$ cat src/rtl/a2d_pkg.sv
`default_nettype none
// ============================================================================
// Module   : a2d_pkg
// Brief    : Shared types and constants for the A2D SPI responder model.
// Revision : 1.0 - initial release
// ============================================================================
package a2d_pkg;

    typedef enum logic [1:0] {
        IDLE   = 2'd0,
        ACTIVE = 2'd1,
        DONE   = 2'd2
    } resp_state_t;

    localparam int FRAME_BITS = 16;
    localparam int SHFT_W     = 16;
    localparam int CHNL_MSB   = 13;
    localparam int CHNL_LSB   = 11;

    localparam logic [2:0] CH_LP  = 3'd0;
    localparam logic [2:0] CH_B1  = 3'd1;
    localparam logic [2:0] CH_B2  = 3'd2;
    localparam logic [2:0] CH_B3  = 3'd3;
    localparam logic [2:0] CH_HP  = 3'd4;
    localparam logic [2:0] CH_VOL = 3'd7;

    // Bit counter sticks at all-ones so over-long frames stay distinguishable.
    function automatic logic [4:0] sat_inc(input logic [4:0] v);
        return (v == 5'd31) ? v : v + 5'd1;
    endfunction

endpackage
`default_nettype wire

$ cat src/rtl/spi_edge_sync.sv
`default_nettype none
// ============================================================================
// Module   : spi_edge_sync
// Brief    : Multi-flop synchronizer with rise/fall detect on the synced level.
// Revision : 1.0 - initial release
// ============================================================================
module spi_edge_sync #(
    parameter int   STAGES  = 2,
    parameter logic RST_VAL = 1'b0
) (
    input  logic clk,
    input  logic rst,
    input  logic i_din,
    output logic o_level,
    output logic o_rise,
    output logic o_fall
);

    logic [STAGES-1:0] r_sync;
    logic              r_prev;

    always_ff @(posedge clk) begin
        if (rst) begin
            r_sync <= {STAGES{RST_VAL}};
            r_prev <= RST_VAL;
        end else begin
            r_sync <= (r_sync << 1) | STAGES'(i_din);
            r_prev <= r_sync[STAGES-1];
        end
    end

    assign o_level = r_sync[STAGES-1];
    assign o_rise  =  r_sync[STAGES-1] & ~r_prev;
    assign o_fall  = ~r_sync[STAGES-1] &  r_prev;

endmodule
`default_nettype wire

$ cat src/rtl/a2d_spi_resp.sv
`default_nettype none
// ============================================================================
// Module   : a2d_spi_resp
// Brief    : SPI responder emulating the A2D: returns the previous command's
//            channel conversion while receiving the next command.
// Revision : 1.0 - initial release
// ============================================================================
module a2d_spi_resp
    import a2d_pkg::*;
#(
    parameter int NCH         = 8,
    parameter int DW          = 12,
    parameter int FRAME_BITS  = a2d_pkg::FRAME_BITS,
    parameter int SYNC_STAGES = 2
) (
    input  logic              clk,
    input  logic              rst,
    input  logic              SCLK,
    input  logic              MOSI,
    input  logic              a2d_SS_n,
    input  logic [NCH*DW-1:0] ch_vals,
    output logic              MISO,
    output logic [2:0]        cmd_chnnl,
    output logic              cmd_vld,
    output logic              frame_err
);

    localparam logic [4:0] c_FRAME_CNT = 5'(FRAME_BITS);

    logic                   w_sclk_lvl, w_sclk_rise, w_sclk_fall;
    logic                   w_ss_lvl, w_ss_rise, w_ss_fall;
    logic                   w_mosi;
    logic [2:0]             w_ch;

    logic [SYNC_STAGES-1:0] r_mosi_sync;
    resp_state_t            r_state;
    logic [SHFT_W-1:0]      r_tx;
    logic [CHNL_MSB:0]      r_rx;
    logic [4:0]             r_bit_cnt;
    logic [DW-1:0]          r_result;
    logic [2:0]             r_chnnl;
    logic                   r_vld;
    logic                   r_err;

    spi_edge_sync #(.STAGES(SYNC_STAGES), .RST_VAL(1'b0)) u_sclk_sync (
        .clk     (clk),
        .rst     (rst),
        .i_din   (SCLK),
        .o_level (w_sclk_lvl),
        .o_rise  (w_sclk_rise),
        .o_fall  (w_sclk_fall)
    );

    // Reset-low chain: SS_n held low through reset never looks like a fall.
    spi_edge_sync #(.STAGES(SYNC_STAGES), .RST_VAL(1'b0)) u_ss_sync (
        .clk     (clk),
        .rst     (rst),
        .i_din   (a2d_SS_n),
        .o_level (w_ss_lvl),
        .o_rise  (w_ss_rise),
        .o_fall  (w_ss_fall)
    );

    always_ff @(posedge clk) begin
        if (rst) r_mosi_sync <= '0;
        else     r_mosi_sync <= (r_mosi_sync << 1) | SYNC_STAGES'(MOSI);
    end

    assign w_mosi = r_mosi_sync[SYNC_STAGES-1];
    assign w_ch   = r_rx[CHNL_MSB:CHNL_LSB];

    always_ff @(posedge clk) begin
        if (rst) begin
            r_state   <= IDLE;
            r_tx      <= '0;
            r_rx      <= '0;
            r_bit_cnt <= '0;
            r_result  <= '0;
            r_chnnl   <= '0;
            r_vld     <= 1'b0;
            r_err     <= 1'b0;
        end else begin
            r_vld <= 1'b0;
            r_err <= 1'b0;
            case (r_state)
                IDLE: begin
                    // Mode 0: a frame opens with SCLK at its idle-low level.
                    if (w_ss_fall && !w_sclk_lvl) begin
                        r_tx      <= SHFT_W'(r_result);
                        r_bit_cnt <= '0;
                        r_state   <= ACTIVE;
                    end
                end
                ACTIVE: begin
                    if (w_ss_rise) begin
                        r_state <= DONE;
                    end else begin
                        if (w_sclk_rise) begin
                            r_rx      <= {r_rx[CHNL_MSB-1:0], w_mosi};
                            r_bit_cnt <= sat_inc(r_bit_cnt);
                        end
                        if (w_sclk_fall && (r_bit_cnt < c_FRAME_CNT)) begin
                            r_tx <= r_tx << 1;
                        end
                    end
                end
                DONE: begin
                    if (r_bit_cnt == c_FRAME_CNT) begin
                        r_chnnl  <= w_ch;
                        r_result <= ch_vals[w_ch*DW +: DW];
                        r_vld    <= 1'b1;
                    end else begin
                        r_err <= 1'b1;
                    end
                    r_state <= IDLE;
                end
                default: r_state <= IDLE;
            endcase
        end
    end

    assign MISO      = (r_state == ACTIVE) && !w_ss_lvl && r_tx[SHFT_W-1];
    assign cmd_chnnl = r_chnnl;
    assign cmd_vld   = r_vld;
    assign frame_err = r_err;

endmodule
`default_nettype wire

$ cat config.mk
export PLATFORM = sky130hd
export DESIGN_NAME = a2d_spi_resp
export DESIGN_NICKNAME = d
export VERILOG_FILES = /design/src/rtl/a2d_pkg.sv /design/src/rtl/spi_edge_sync.sv /design/src/rtl/a2d_spi_resp.sv
export SDC_FILE = /design/constraint.sdc
export NUM_CORES = 1
export LEC_CHECK = 0
export BUFFER_PORTS_ARGS = -buffer_cell sky130_fd_sc_hd__buf_4
export CAP_MARGIN = 10
export CELL_PAD_IN_SITES_DETAIL_PLACEMENT = 0
export CELL_PAD_IN_SITES_GLOBAL_PLACEMENT = 1
export CORE_ASPECT_RATIO = 1.2
export CORE_MARGIN = 2
export CORE_UTILIZATION = 34
export CTS_CLUSTER_DIAMETER = 50
export DETAILED_ROUTE_END_ITERATION = 10
export HOLD_SLACK_MARGIN = 0.02
export PLACE_DENSITY_LB_ADDON = 0.1
export SKIP_CTS_REPAIR_TIMING = 1
export SLEW_MARGIN = 20
export SYNTH_ARGS = -nofsm -noshare
export SYNTH_HDL_FRONTEND = slang
export SYNTH_SLANG_ARGS = --single-unit
$ cat constraint.sdc
create_clock -name clk -period 2 [get_ports clk]
set_input_delay 0.3 -clock clk [delete_from_list [all_inputs] [get_ports clk]]
set_output_delay 0.3 -clock clk [all_outputs]
set_load 0.02 [all_outputs]
==> parameters.txt <==
Parameter                              Value

Critical path
  Cell type with the highest occurrence count on the critical path ... sky130_fd_sc_hd__ha_2
  Critical path, cell by cell ... ha_2 > and3_1 > ha_2 > nor3b_4 > buf_4 > a41oi_1 > o31ai_1 > a21oi_1
  Element type at the critical path start ... register
  Critical path peak fanout ... 5
  FF-to-FF path depth ... 8
  Crit Reg-Reg Endpoint ... r_bit_cnt[3]$_SDFFE_PP0P_
  Data required, critical path ... 2.20 ns
  Number of buffer and inverter stages on the critical path ... 1
  Crit. End Element ... register
  Maximum single-stage delay on the critical path ... 0.36 ns
  Worst endpoint data arrival time ... 2.10 ns
  Dominant delay contributor by cell family on the critical path ... compound AO/OA/AOI/OAI gates
  Worst-case register-to-register setup slack ... 0.1 ns
  Startpoint of the worst register-to-register path ... r_bit_cnt[0]$_SDFFE_PP0P_
  Path type of the worst setup path ... reg2reg
  Critical-path cell with the highest stage delay ... sky130_fd_sc_hd__dfxtp_4

CTS
  Root buf cell ... sky130_fd_sc_hd__clkbuf_8
  Clk buf depth ... 2
  Number of clock buffers inserted by TritonCTS ... 9
  Worst-skew pair later-pin latency ... 0.34 ns
  Count of H-tree levels built during CTS ... 3
  CTS tree ... done
  Clock transition time at the flip-flop clock pins of the worst setup and hold paths ... about 0.080 ns
  CTS sink count ... 62

Placed design
  HPWL Detailed ... between 6000 and 7000 um
  Final Wtd Congestion ... between 0.8 and 0.9
  Buffers on Ports ... 106

Logic synthesis
  Post-synthesis sequential area ratio ... 40.0%
  Cell area after technology mapping ... 0.00310 mm^2
  Syn nets ... 407
  Synth unique cells ... between 40 and 50
  Proportion of register bits with asynchronous set or reset after synthesis ... 0%
  Synth Area per Inst ... 10.2 um^2
  Count of flip-flops with a built-in enable after synthesis ... 0
  Prevailing post-synth register cell ... sky130_fd_sc_hd__dfxtp_1
  Post-synthesis instance total ... 303
  Yosys warns ... 0
  Synth Register Bits ... a little over 60

Routing
  Number of DRC violations after detailed-routing iteration 0 ... 113
  Via-to-Cell Ratio ... 5.13
  Final antenna-violating net count ... 0
  Wire length after detailed routing ... 8400 um
  Avg WL per Cell ... 15.6 um
  Total vias in the final route ... ~2800
  Number of design rule violations left after detail routing ... 0
  Router iterations before antenna repair ... 4

Min path
  Hold path cells ... 2
  Capture endpoint of the worst hold path ... u_ss_sync.r_sync[0]$_SDFF_PP0_
  Worst Hold Launch ... a2d_SS_n
  Hold WC Path Type ... in2reg

Outcome
  Run status ... complete, no violations

Layout
  Relative area change from synthesis to final layout ... 37.1%
  Commonest cells after routing, fill and taps aside ... sky130_fd_sc_hd__buf_4, sky130_fd_sc_hd__dfxtp_1, sky130_fd_sc_hd__nand2_1
  Fraction of layout cells with a size suffix above 1 ... a little over two fifths
  N_diodes ... 0
  Most common cell after layout, fill and taps aside ... sky130_fd_sc_hd__buf_4
  Post-layout net count ... 516

Global route
  Global router's overall resource usage ... between 10% and 20%
  Via count of the first global-routing pass ... 2811
  Initial antenna violation count ... 0
  First-pass GRT wire length ... 13400 um
  Remaining Overflow, GRT ... 0
  Pin count of the biggest net entering global routing ... 49

Timing
  Hold Slack ... 0.170 ns
  Minimum clock period after layout ... around 1.9 ns
  Layout Skew ... between 0.01 and 0.015 ns
  Final setup violation count ... 0
  Max-slew violation count ... 0
  Worst slew margin relative to its limit ... 64.1%
  Highest achievable clock rate ... 526 MHz
  Hold Vio Cnt, Final ... 0
  Setup TNS after final layout ... 0 ns
  Final critical-path share of the clock period ... 95.0%
  Worst Max-Slew Pin Slew ... 0.539 ns

Floorplan
  Count of pins on the block boundary ... about 110
  X dimension of the die ... 91.2 um
  Placeable core area ... 0.00894 mm^2
  Effective utilization at floorplan ... about a third
  Floorplan die height ... 109 um
  Die ar. ... 0.00991 mm^2
  Placement Rows ... 38

Power
  Maximum vdd ir drop ... 0.000252 V
  Power Density ... 603 mW/mm^2
  Overall power consumption ... 0.00257 W
  Static leakage power ... 1.74 nW

Flow run
  Max-cap violations ... 0
[worst max-delay path by stage]
stage                              startpoint                         to  slack (ns)  cells past startpoint
floorplan           r_bit_cnt[0]$_SDFFE_PP0P_  r_bit_cnt[2]$_SDFFE_PP0P_        0.16                      7
global placement    r_bit_cnt[0]$_SDFFE_PP0P_  r_bit_cnt[3]$_SDFFE_PP0P_         0.1                      8
detailed placement  r_bit_cnt[0]$_SDFFE_PP0P_  r_bit_cnt[3]$_SDFFE_PP0P_        0.06                      8
CTS                 r_bit_cnt[0]$_SDFFE_PP0P_  r_bit_cnt[3]$_SDFFE_PP0P_        0.04                      8
global route        r_bit_cnt[0]$_SDFFE_PP0P_  r_bit_cnt[3]$_SDFFE_PP0P_       -0.01                      8
finish              r_bit_cnt[0]$_SDFFE_PP0P_  r_bit_cnt[3]$_SDFFE_PP0P_         0.1                      8
[per-stage QoR]
stage	cell area [um^2]	util, %	cells	setup WS [ns]
after floorplan	3100	-	303	0.157
after global placement	4050	45.3	520	0.0980
after detailed placement	4050	45.3	520	0.0593
after CTS	4240	47.4	536	0.0389
after global routing	4260	47.6	537	-0.00963
final	4260	47.6	537	0.0995
[synth_stat cells, types with 3 or more instances]
library cell	n	share of area [%]
sky130_fd_sc_hd__nor2_1	30	3.6
sky130_fd_sc_hd__nand3_1	3	0.48
sky130_fd_sc_hd__nor2b_1	11	2.2
sky130_fd_sc_hd__dfxtp_1	62	40
sky130_fd_sc_hd__nor3_1	3	0.48
sky130_fd_sc_hd__mux4_2	24	17
sky130_fd_sc_hd__buf_4	5	1.2
sky130_fd_sc_hd__inv_1	4	0.48
sky130_fd_sc_hd__o31ai_1	5	1.2
sky130_fd_sc_hd__o21ai_0	12	1.9
sky130_fd_sc_hd__ha_1	3	1.2
sky130_fd_sc_hd__mux2i_1	14	4.5
sky130_fd_sc_hd__a21oi_1	8	1.3
sky130_fd_sc_hd__buf_2	10	1.6
sky130_fd_sc_hd__a31oi_1	12	2.4
sky130_fd_sc_hd__o22ai_1	12	2.4
sky130_fd_sc_hd__a311oi_1	11	3.1
sky130_fd_sc_hd__nand2_1	32	3.9
sky130_fd_sc_hd__clkbuf_1	11	1.3
[worst reg2reg max path, cell delays in order, from the launching register on]
cell and delay (ns):
sky130_fd_sc_hd__dfxtp_4 0.36, sky130_fd_sc_hd__ha_2 0.19, sky130_fd_sc_hd__and3_1 0.19, sky130_fd_sc_hd__ha_2 0.18
sky130_fd_sc_hd__nor3b_4 0.24, sky130_fd_sc_hd__buf_4 0.17, sky130_fd_sc_hd__a41oi_1 0.11, sky130_fd_sc_hd__o31ai_1 0.23
sky130_fd_sc_hd__a21oi_1 0.09
[where the power goes]
group	switching, W	leakage [nW]	internal [W]	total, W
Combinational	0.0000957	1.14	0.000191	0.000287
Sequential	0.0000123	0.504	0.00125	0.00126
Clock	0.000542	0.0888	0.000472	0.00101
Total	0.000650	1.74	0.00192	0.00257
[flip-flops by register name, indices dropped and copies added, names as in the netlist]
name / cells
u_sclk_sync.r_prev: 1
r_tx: 16
u_ss_sync.r_sync: 2
cmd_vld: 1
u_ss_sync.r_prev: 1
r_bit_cnt: 5
r_mosi_sync: 2
r_result: 12
frame_err: 1
cmd_chnnl: 3
r_state: 2
u_sclk_sync.r_sync: 2
r_rx: 14
[cell type report]
cell class / instances / area, um^2
Clock buffer: 9 / 124
Clock inverter: 7 / 61.3
Inverter: 4 / 15.0
Multi-Input combinational cell: 210 / 1720
Sequential cell: 62 / 1250
Fill cell: 916 / 4680
Timing Repair Buffer: 125 / 938
Tap cell: 120 / 150
[logic make-up after synthesis]
kind of cell             after synthesis  synth area share, %
adder cells (fa/ha/maj)                3                 1.21
AO/OA/AOI/OAI                         69                 15.2
flip-flops                            62                 40.0
multiplexers                          39                 22.3
buffers and inverters                 31                 4.76
AND/OR/NAND/NOR                       99                 16.6
[routing by layer]
metal  share of wire, %  wire [um]  track usage (%)
met5                  0          0                0
met4               0.73         61             5.19
met3                5.6        474             4.84
met2                 49       4130             28.1
met1                 44       3730             21.9
Power figures use the tool's default switching activity.
